--- config.mk ---
export PLATFORM = sky130hd
export DESIGN_NAME = register_dump_flat
export DESIGN_NICKNAME = d
export VERILOG_FILES = /design/src/rtl/register_dump_if.sv /design/src/rtl/register_dump.sv /design/src/flat_wrapper.sv
export SDC_FILE = /design/constraint.sdc
export NUM_CORES = 1
export LEC_CHECK = 0
export BUFFER_PORTS_ARGS = -buffer_cell sky130_fd_sc_hd__buf_2
export CORE_ASPECT_RATIO = 1.75
export CORE_MARGIN = 2
export CORE_UTILIZATION = 43
export DETAILED_ROUTE_END_ITERATION = 16
export GPL_ROUTABILITY_DRIVEN = 0
export PLACE_DENSITY = 0.73
export RECOVER_POWER = 25
export SLEW_MARGIN = 20
export SYNTH_ARGS = -nofsm -noshare
export SYNTH_HDL_FRONTEND = slang
export SYNTH_SLANG_ARGS = --single-unit
--- constraint.sdc ---
create_clock -name clk -period 1.7 [get_ports clk]
set_input_delay 0.17 -clock clk [delete_from_list [all_inputs] [get_ports clk]]
set_output_delay 0.17 -clock clk [all_outputs]
set_load 0.03 [all_outputs]
--- src/rtl/register_dump_if.sv ---
// register_dump_if: start/range request, register-file read port and output stream of the dump engine
interface register_dump_if;
  logic        start;
  logic [4:0]  first;
  logic [4:0]  last;
  logic [4:0]  ra;
  logic [31:0] rd;
  logic        out_valid;
  logic        out_ready;
  logic [31:0] out_data;
  logic [4:0]  out_idx;
  logic        out_last;
  logic        busy;
  logic        done;
  modport master (
    input  start, first, last, rd, out_ready,
    output ra, out_valid, out_data, out_idx, out_last, busy, done
  );
  modport slave (
    output start, first, last, rd, out_ready,
    input  ra, out_valid, out_data, out_idx, out_last, busy, done
  );
endinterface

--- src/rtl/register_dump.sv ---
// register_dump: walks a wrapping register index range and streams indexed values over valid/ready
module register_dump (
  input logic clk,
  input logic clr,
  register_dump_if.master bus
);
  typedef enum logic [1:0] {IDLE, SCAN, DRAIN} state_t;
  state_t      state_q, state_d;
  logic [4:0]  idx_q, idx_d;
  logic [5:0]  rem_q, rem_d;
  logic [31:0] out_data_q, out_data_d;
  logic [4:0]  out_idx_q, out_idx_d;
  logic        out_valid_q, out_valid_d;
  logic        out_last_q, out_last_d;
  logic        busy_q, busy_d;
  logic        done_q, done_d;
  logic        hs, cap;
  assign hs  = out_valid_q && bus.out_ready;
  assign cap = state_q == SCAN && (!out_valid_q || bus.out_ready);
  // next state: latch range on start, capture into the single output stage, finish on the last handshake
  always_comb begin
    state_d     = state_q;
    idx_d       = idx_q;
    rem_d       = rem_q;
    out_data_d  = out_data_q;
    out_idx_d   = out_idx_q;
    out_valid_d = out_valid_q;
    out_last_d  = out_last_q;
    busy_d      = busy_q;
    done_d      = 1'b0;
    if (state_q == IDLE && bus.start) begin
      idx_d   = bus.first;
      rem_d   = {1'b0, bus.last - bus.first} + 6'd1;
      busy_d  = 1'b1;
      state_d = SCAN;
    end
    if (cap) begin
      out_data_d  = bus.rd;
      out_idx_d   = idx_q;
      out_last_d  = rem_q == 6'd1;
      out_valid_d = 1'b1;
      idx_d       = idx_q + 5'd1;
      rem_d       = rem_q - 6'd1;
      state_d     = rem_q == 6'd1 ? DRAIN : SCAN;
    end else if (hs) begin
      out_valid_d = 1'b0;
    end
    if (state_q == DRAIN && hs) begin
      busy_d  = 1'b0;
      done_d  = 1'b1;
      state_d = IDLE;
    end
  end
  // state registers; clr discards any in-flight word and remaining range
  always_ff @(posedge clk) begin
    if (clr) begin
      state_q     <= IDLE;
      idx_q       <= '0;
      rem_q       <= '0;
      out_data_q  <= '0;
      out_idx_q   <= '0;
      out_valid_q <= 1'b0;
      out_last_q  <= 1'b0;
      busy_q      <= 1'b0;
      done_q      <= 1'b0;
    end else begin
      state_q     <= state_d;
      idx_q       <= idx_d;
      rem_q       <= rem_d;
      out_data_q  <= out_data_d;
      out_idx_q   <= out_idx_d;
      out_valid_q <= out_valid_d;
      out_last_q  <= out_last_d;
      busy_q      <= busy_d;
      done_q      <= done_d;
    end
  end
  assign bus.ra        = state_q == SCAN ? idx_q : 5'd0;
  assign bus.out_data  = out_data_q;
  assign bus.out_idx   = out_idx_q;
  assign bus.out_valid = out_valid_q;
  assign bus.out_last  = out_last_q;
  assign bus.busy      = busy_q;
  assign bus.done      = done_q;
endmodule

--- src/flat_wrapper.sv ---
// flat-port wrapper written by rule: the top's interface ports become plain ports
module register_dump_flat 
  (clk, clr, bus_start, bus_first, bus_last, bus_rd, bus_out_ready, bus_ra, bus_out_valid, bus_out_data, bus_out_idx, bus_out_last, bus_busy, bus_done);
  register_dump_if bus_i ();
  input logic clk;
  input logic clr;
  input wire logic [$bits(bus_i.start)-1:0] bus_start;
  input wire logic [$bits(bus_i.first)-1:0] bus_first;
  input wire logic [$bits(bus_i.last)-1:0] bus_last;
  input wire logic [$bits(bus_i.rd)-1:0] bus_rd;
  input wire logic [$bits(bus_i.out_ready)-1:0] bus_out_ready;
  output wire logic [$bits(bus_i.ra)-1:0] bus_ra;
  output wire logic [$bits(bus_i.out_valid)-1:0] bus_out_valid;
  output wire logic [$bits(bus_i.out_data)-1:0] bus_out_data;
  output wire logic [$bits(bus_i.out_idx)-1:0] bus_out_idx;
  output wire logic [$bits(bus_i.out_last)-1:0] bus_out_last;
  output wire logic [$bits(bus_i.busy)-1:0] bus_busy;
  output wire logic [$bits(bus_i.done)-1:0] bus_done;
  assign bus_i.start = bus_start;
  assign bus_i.first = bus_first;
  assign bus_i.last = bus_last;
  assign bus_i.rd = bus_rd;
  assign bus_i.out_ready = bus_out_ready;
  assign bus_ra = bus_i.ra;
  assign bus_out_valid = bus_i.out_valid;
  assign bus_out_data = bus_i.out_data;
  assign bus_out_idx = bus_i.out_idx;
  assign bus_out_last = bus_i.out_last;
  assign bus_busy = bus_i.busy;
  assign bus_done = bus_i.done;
  register_dump u_core (.clk(clk), .clr(clr), .bus(bus_i));
endmodule
==> impl_metrics.ini, run 1 <==
[floorplanning]
fp.dieW_um = 59.8
rows = 35
die_height_um = 102
ios = 92
start_util = 0.446
die_area_mm2 = 0.00608
core_mm2 = 0.00526

[global_routing]
grt.total_usage = 0.191
met2_usage = 0.357
busiest_layer = met2
overflow = 0
grt_pass1_vias = 2091
met3_usage = 0.0345
grt_pass1_wl_um = 8940
grt_max_degree = 39
antenna_found_initial = 0
met1_usage = 0.197

[clock_tree]
cts-buffers-inserted = 5
htreeDepth = 2
cts_resized = 0
hold_buffers = 0
clk_path_buf_depth = 2
cts_sinks = 54
clkTransAtPathRegs_ns = 0.09
post-cts-setup-buffer-count = 0
insertion_delay_ns = 0.30
cts_tree = done
clockRootBuffer = clkbuf_8

[placement]
dpl_cell_area_mm2 = 0.00287
placedCellCount = 434
port_buffers = 91
pre_cts_ws_ns = -0.101
hpwl_um = 4280

[timing]
relSlewSlack = 0.540
fmax_mhz = 649
whs_ns = 0.100
fin_worst_skew_ns = 0.00564
finalSetupTns_ns = 0
timing.final.hold_violations = 0
drv_slew = 0
worst_slew_pin_slew_ns = 0.689
fin_crit_sh = 0.906
setup_ws_ns = 0.160
setup_violations = 0
rsz0062_at_grt = false
finalCriticalPeriod_ns = 1.54

[cells_and_area]
fin_nets = 441
final_core_util = 0.555
drive_above_1_share = 0.236
layout_commonest_cell = nand2_1
design_area_mm2 = 0.00292
final_cell_mix = 82 x nand2_1, 68 x buf_2, 54 x dfxtp_1
finalNonFillerCells = 441
diodes = 0
syn2layout_area_growth_pct = 24.5

[critical_path]
cp_data_arrival_time_ns = 1.37
cpMaxStageDelayCell = dfxtp_1
start_kind = flop
timing.critical_path.buf_inv = 2
slowest_delay_ns = 0.36
criticalPathCategory = flop to output pin
cp_max_fo = 6
crit_family = buffers and inverters
crit_chain = nor2b_1 > buf_4 > and2_1 > buf_2
cp-end-kind = output pin
required_ns = 1.53

[power]
p_leak_nw = 1.27
total_power_mw = 2.82
pwr_density_cell_mw_per_mm2 = 967
vdd_drop_max_mv = 0.375

[yosys]
synth-main-ff-cell = dfxtp_1
synth_compound_area_frac = 0.181
ys_ff_latch = 54
syn_nets = 348
syn_area_mm2 = 0.00234
synth_edf_count = 0
synthMuxAreaShare = 0.00481
synth_fa_ha_area_frac = 0.0513
synth-simple-area-share = 0.228
synth_top_family_by_area = simple AND/OR/NAND/NOR gates
async_reset_ff_frac = 0
syn_inst = 293
ys_seq_area_frac = 0.461
yosys_warnings = 0
synth_xor_area_frac = 0.0187
synth_cell_types = 40
syn_area_per_cell_um2 = 8.00

[routing]
drt_first_pass_iters = 4
vias = 2268
drt_iter0_drc = 102
wl_um = 5600
ant_nets = 0
routedWlPerCell_um = 12.7
avgViaCountPerCell = 5.14
drcViolationCount = 0

[hold_path]
min_path_type = primary input to flop

[outcome]
status = complete, no violations

[run]
cap_violations = 0
-- area by class of cell --
| class | count | area (um2) |
|---|---|---|
| flip-flops and latches | 54 | 1080 |
| well taps | 55 | 68.8 |
| clock inverters | 1 | 7.51 |
| inverters | 10 | 37.5 |
| multi-input cells | 212 | 1130 |
| fillers | 541 | 2340 |
| repair buffers | 103 | 517 |
| clock buffers | 6 | 72.6 |
-- Yosys cell counts (2+ instances only) --
master,n,area (um2)
clkbuf_1,9,33.8
a41oi_1,2,17.5
inv_1,10,37.5
nand2_1,82,308
a211oi_1,3,22.5
and3_1,3,18.8
a31oi_1,3,18.8
nand3_1,6,30.0
nand3b_1,2,15.0
o21ai_0,7,35.0
a21boi_0,2,15.0
nor2_1,7,26.3
dfxtp_1,54,1080
buf_4,5,37.5
nor3_1,5,25.0
ha_1,8,100
xnor2_1,4,35.0
and2_1,6,37.5
nor2b_1,2,12.5
a21oi_1,53,265
-- report_power, final --
group	internal, mW	switching, mW
logic	0.263	0.455
clock network	0.283	0.387
registers	1.36	0.0676
-- registers in the layout (all words and copies together) (netlist names) --
name,flops
u_core.bus.done,1
u_core.state_q,2
u_core.bus.busy,1
u_core.bus.out_last,1
u_core.bus.out_valid,1
u_core.rem_q,6
u_core.bus.out_data,32
u_core.bus.out_idx,5
u_core.idx_q,5
-- final timing paths --
check                                  startpoint                              endpoint  slack, ns  cells after the start
max                u_core.state_q[0]$_SDFFE_PP0P_                             bus_ra[0]       0.16                      4
min                                     bus_rd[6]   u_core.bus.out_data[6]$_SDFFE_PP0P_       0.10                      3
max reg2reg        u_core.state_q[0]$_SDFFE_PP0P_          u_core.rem_q[2]$_SDFFE_PP0P_       0.21                      5
min reg2reg  u_core.bus.out_data[25]$_SDFFE_PP0P_  u_core.bus.out_data[25]$_SDFFE_PP0P_       0.45                      2
-- layer usage --
layer,vias to the layer above,share of wire
li1,1164,-
met4,0,0.022
met3,8,0.047
met2,74,0.55
met1,1022,0.38
met5,-,0
-- worst min-delay path: stages --
cell and delay, ns:
buf_2 0.09, nand2_1 0.04, a21oi_1 0.05
-- logic make-up (layout without fill, tap and decap cells) --
family | count (synthesis) | count (layout)
compound gates | 76 | 76
xor+xnor | 5 | 5
fa+ha+maj | 9 | 9
buf+inv | 27 | 120
flops | 54 | 54
mux | 1 | 1
simple gates | 121 | 121
(Power assumes the default switching activity.)
==> inputs of run 2 (changes only) <==
--- a/config.mk
+++ b/config.mk
@@ -8,10 +8,10 @@
 export BUFFER_PORTS_ARGS = -buffer_cell sky130_fd_sc_hd__buf_2
 export CORE_ASPECT_RATIO = 1.75
 export CORE_MARGIN = 2
-export CORE_UTILIZATION = 43
+export CORE_UTILIZATION = 52
 export DETAILED_ROUTE_END_ITERATION = 16
 export GPL_ROUTABILITY_DRIVEN = 0
-export PLACE_DENSITY = 0.73
+export PLACE_DENSITY = 0.83
 export RECOVER_POWER = 25
 export SLEW_MARGIN = 20
 export SYNTH_ARGS = -nofsm -noshare
==> constraint.sdc (replaced) <==
create_clock -name clk -period 1.8 [get_ports clk]
set_input_delay 0.18 -clock clk [delete_from_list [all_inputs] [get_ports clk]]
set_output_delay 0.18 -clock clk [all_outputs]
set_load 0.03 [all_outputs]
==> impl_metrics.ini, run 2 (synthesis gave the netlist of run 1 again) <==
[floorplanning]
rows = 32
fp.dieW_um = 54.7
core_mm2 = 0.00436
start_util = 0.537
ios = 92
die_area_mm2 = 0.00508
die_height_um = 92.8

[routing]
drcViolationCount = 0
vias = 2305
wl_um = 5590
avgViaCountPerCell = 5.31
drt_first_pass_iters = 5
routedWlPerCell_um = 12.9
drt_iter0_drc = 35
ant_nets = 0

[power]
pwr_density_cell_mw_per_mm2 = 966
p_leak_nw = 1.28
total_power_mw = 2.84
vdd_drop_max_mv = 0.732

[timing]
timing.final.hold_violations = 0
setup_ws_ns = 0.0853
fin_crit_sh = 0.953
whs_ns = 0.112
fin_worst_skew_ns = 0.0106
drv_slew = 0
relSlewSlack = 0.724
worst_slew_pin_slew_ns = 0.411
rsz0062_at_grt = false
fmax_mhz = 583
setup_violations = 0
finalSetupTns_ns = 0
finalCriticalPeriod_ns = 1.71

[clock_tree]
clkTransAtPathRegs_ns = 0.09
clockRootBuffer = clkbuf_8
cts-buffers-inserted = 5
clk_path_buf_depth = 2
cts_sinks = 54
insertion_delay_ns = 0.30
post-cts-setup-buffer-count = 0
cts_resized = 0
hold_buffers = 0
htreeDepth = 2
cts_tree = done

[placement]
pre_cts_ws_ns = -0.0503
dpl_cell_area_mm2 = 0.00285
placedCellCount = 427
hpwl_um = 4300
port_buffers = 91

[global_routing]
overflow = 0
antenna_found_initial = 0
grt_pass1_vias = 2150
grt.total_usage = 0.230
grt_pass1_wl_um = 8800
grt_max_degree = 42

[cells_and_area]
multi_input_area_mm2 = 0.00113
n_fill_cell = 412
fin_nets = 438
final_core_util = 0.673
layout_commonest_cell = nand2_1
design_area_mm2 = 0.00294
finalNonFillerCells = 434
ff_latch_area_mm2 = 0.00108
final_cell_mix = 82 x nand2_1, 69 x buf_2, 54 x dfxtp_1
diodes = 0
syn2layout_area_growth_pct = 25.3
drive_above_1_share = 0.235
largest_reg_flops = 32

[run]
cap_violations = 0

[critical_path]
cp_data_arrival_time_ns = 1.90
required_ns = 1.99
cp-end-kind = flop
start_kind = flop
cp_max_fo = 9
criticalPathCategory = flop to flop

[outcome]
status = complete, no violations

[hold_path]
min_path_type = primary input to flop
-- run 2: where the power goes --
group,internal (mW),switching (mW)
registers,1.29,0.0685
logic,0.248,0.430
clock network,0.445,0.357
-- run 2: cell type report --
type | count | share of cell area
tap | 51 | 0.0217
timing repair buffer | 100 | 0.173
clock inverter | 1 | 0.0102
multi-input combinational | 212 | 0.386
inverter | 10 | 0.0128
sequential | 54 | 0.368
clock buffer | 6 | 0.0281
-- run 2: per-layer routing --
layer	track usage	vias to the layer above	share of wire	wire length, um
met4	0.121	0	0.029	161
met3	0.0306	14	0.052	293
met5	0	-	0	0
met1	0.219	1059	0.36	2010
met2	0.433	72	0.56	3120
li1	-	1160	-	-
-- run 2: worst paths after layout --
path	depth (start not counted)	end	startpoint	slack, ns
hold reg to reg	2	u_core.bus.out_data[15]$_SDFFE_PP0P_	u_core.bus.out_data[15]$_SDFFE_PP0P_	0.45
setup reg to reg	6	u_core.rem_q[3]$_SDFFE_PP0P_	u_core.state_q[0]$_SDFFE_PP0P_	0.09
hold / removal	3	u_core.bus.out_data[22]$_SDFFE_PP0P_	bus_rd[22]	0.11
setup / recovery	6	u_core.rem_q[3]$_SDFFE_PP0P_	u_core.state_q[0]$_SDFFE_PP0P_	0.09
-- run 2: critical path, stage by stage (launching register included) --
cell and delay [ns]:
dfxtp_1 0.38, nor2b_1 0.18, buf_4 0.17, a21oi_1 0.34, o21ba_2 0.22, o21ai_0 0.25
a21oi_1 0.07
==> inputs of run 3 (changes only) <==
--- a/config.mk
+++ b/config.mk
@@ -12,7 +12,7 @@
 export DETAILED_ROUTE_END_ITERATION = 16
 export GPL_ROUTABILITY_DRIVEN = 0
 export PLACE_DENSITY = 0.83
-export RECOVER_POWER = 25
+export RECOVER_POWER = 100
 export SLEW_MARGIN = 20
 export SYNTH_ARGS = -nofsm -noshare
 export SYNTH_HDL_FRONTEND = slang
==> impl_metrics.ini, run 3 (synthesis gave the netlist of run 1 again) <==
[clock_tree]
cts_sinks = 54
clockRootBuffer = clkbuf_8
hold_buffers = 0
htreeDepth = 2
insertion_delay_ns = 0.30
post-cts-setup-buffer-count = 0
clk_path_buf_depth = 2
cts_tree = done
cts-buffers-inserted = 5
clkTransAtPathRegs_ns = 0.09
cts_resized = 0

[critical_path]
start_kind = flop
criticalPathCategory = flop to output pin
r2r-end = u_core.rem_q[3]$_SDFFE_PP0P_
cp_max_fo = 9
required_ns = 1.62
crit_start = u_core.state_q[0]$_SDFFE_PP0P_
reg2regPathDepth = 6
cp-end-kind = output pin
rrSetupSlack_ns = 0.12
r2r-start = u_core.state_q[0]$_SDFFE_PP0P_
cp_data_arrival_time_ns = 1.51

[power]
p_leak_nw = 1.19
pwr_density_cell_mw_per_mm2 = 973
total_power_mw = 2.82
vdd_drop_max_mv = 0.730

[global_routing]
grt_pass1_wl_um = 8800
grt_max_degree = 42
grt_pass1_vias = 2150
antenna_found_initial = 0
grt.total_usage = 0.230
overflow = 0

[routing]
wl_um = 5600
drt_iter0_drc = 43
drt_first_pass_iters = 4
vias = 2308
routedWlPerCell_um = 12.9
ant_nets = 0
avgViaCountPerCell = 5.32
drcViolationCount = 0

[hold_path]
min_path_type = primary input to flop
worstHoldPathCells = 3
hold_start = bus_rd[22]
hold_end = u_core.bus.out_data[22]$_SDFFE_PP0P_

[timing]
drv_slew = 0
whs_ns = 0.110
fin_crit_sh = 0.936
fmax_mhz = 593
fin_worst_skew_ns = 0.00916
finalCriticalPeriod_ns = 1.69
worst_slew_pin_slew_ns = 0.417
timing.final.hold_violations = 0
setup_ws_ns = 0.114
rsz0062_at_grt = false
setup_violations = 0
relSlewSlack = 0.720

[floorplanning]
rows = 32
die_height_um = 92.8
core_mm2 = 0.00436
ios = 92
start_util = 0.537
die_area_mm2 = 0.00508
fp.dieW_um = 54.7

[cells_and_area]
multi_input_area_mm2 = 0.00113
syn2layout_area_growth_pct = 23.5
drive_above_1_share = 0.183
fin_nets = 438
n_fill_cell = 419
final_core_util = 0.663
ff_latch_area_mm2 = 0.00108
diodes = 0
final_cell_mix = 82 x nand2_1, 54 x dfxtp_1, 53 x a21oi_1
layout_commonest_cell = nand2_1
largest_reg_flops = 32

[placement]
port_buffers = 91
hpwl_um = 4300
pre_cts_ws_ns = -0.0503

[run]
cap_violations = 0

[outcome]
status = complete, no violations
-- run 3: worst max-delay path, cell delays in order, from the launching register on --
cell and delay (ns):
dfxtp_1 0.45, nor2b_1 0.23, buf_4 0.19, and2_1 0.14
clkbuf_2 0.20
-- run 3: worst max path at each step --
| stage | end | slack [ns] | cells past startpoint |
|---|---|---|---|
| 5_1_grt | bus_ra[1] | 0.005 | 4 |
| 3_3_place_gp | u_core.rem_q[4]$_SDFFE_PP0P_ | 0.03 | 10 |
| 4_1_cts | bus_ra[4] | 0.13 | 4 |
| 3_5_place_dp | u_core.rem_q[4]$_SDFFE_PP0P_ | -0.05 | 10 |
| 6_report | bus_ra[2] | 0.11 | 4 |
| 2_1_floorplan | u_core.rem_q[4]$_SDFFE_PP0P_ | 0.16 | 9 |
-- run 3: stage by stage --
step                instances  area [um2]  setup TNS (ns)
finish                    434        2900               0
global route              434        2900               0
CTS                       434        2960               0
detailed placement        427        2850         -0.0558
global placement          427        2850               0
floorplan                 293        2340               0
-- run 3: power by group --
group | leakage [nW] | switching (mW) | total [mW] | internal, mW
Combinational | 0.695 | 0.428 | 0.657 | 0.229
Clock | 0.0573 | 0.356 | 0.801 | 0.445
Sequential | 0.443 | 0.0701 | 1.36 | 1.29
-- run 3: layer usage --
layer,part of all wire,wire length (um),up-vias,global-route usage
li1,-,-,1159,-
met1,0.36,1990,1062,0.219
met2,0.56,3110,72,0.433
met4,0.036,204,0,0.121
met3,0.053,296,15,0.0306
met5,0,0,-,0
-- run 3: area by class of cell --
class                           count  share of cell area
Multi-Input combinational cell    212               0.392
Sequential cell                    54               0.373
Timing Repair Buffer              100               0.161
Clock buffer                        6              0.0285
Tap cell                           51              0.0220
Inverter                           10              0.0130
Clock inverter                      1              0.0104
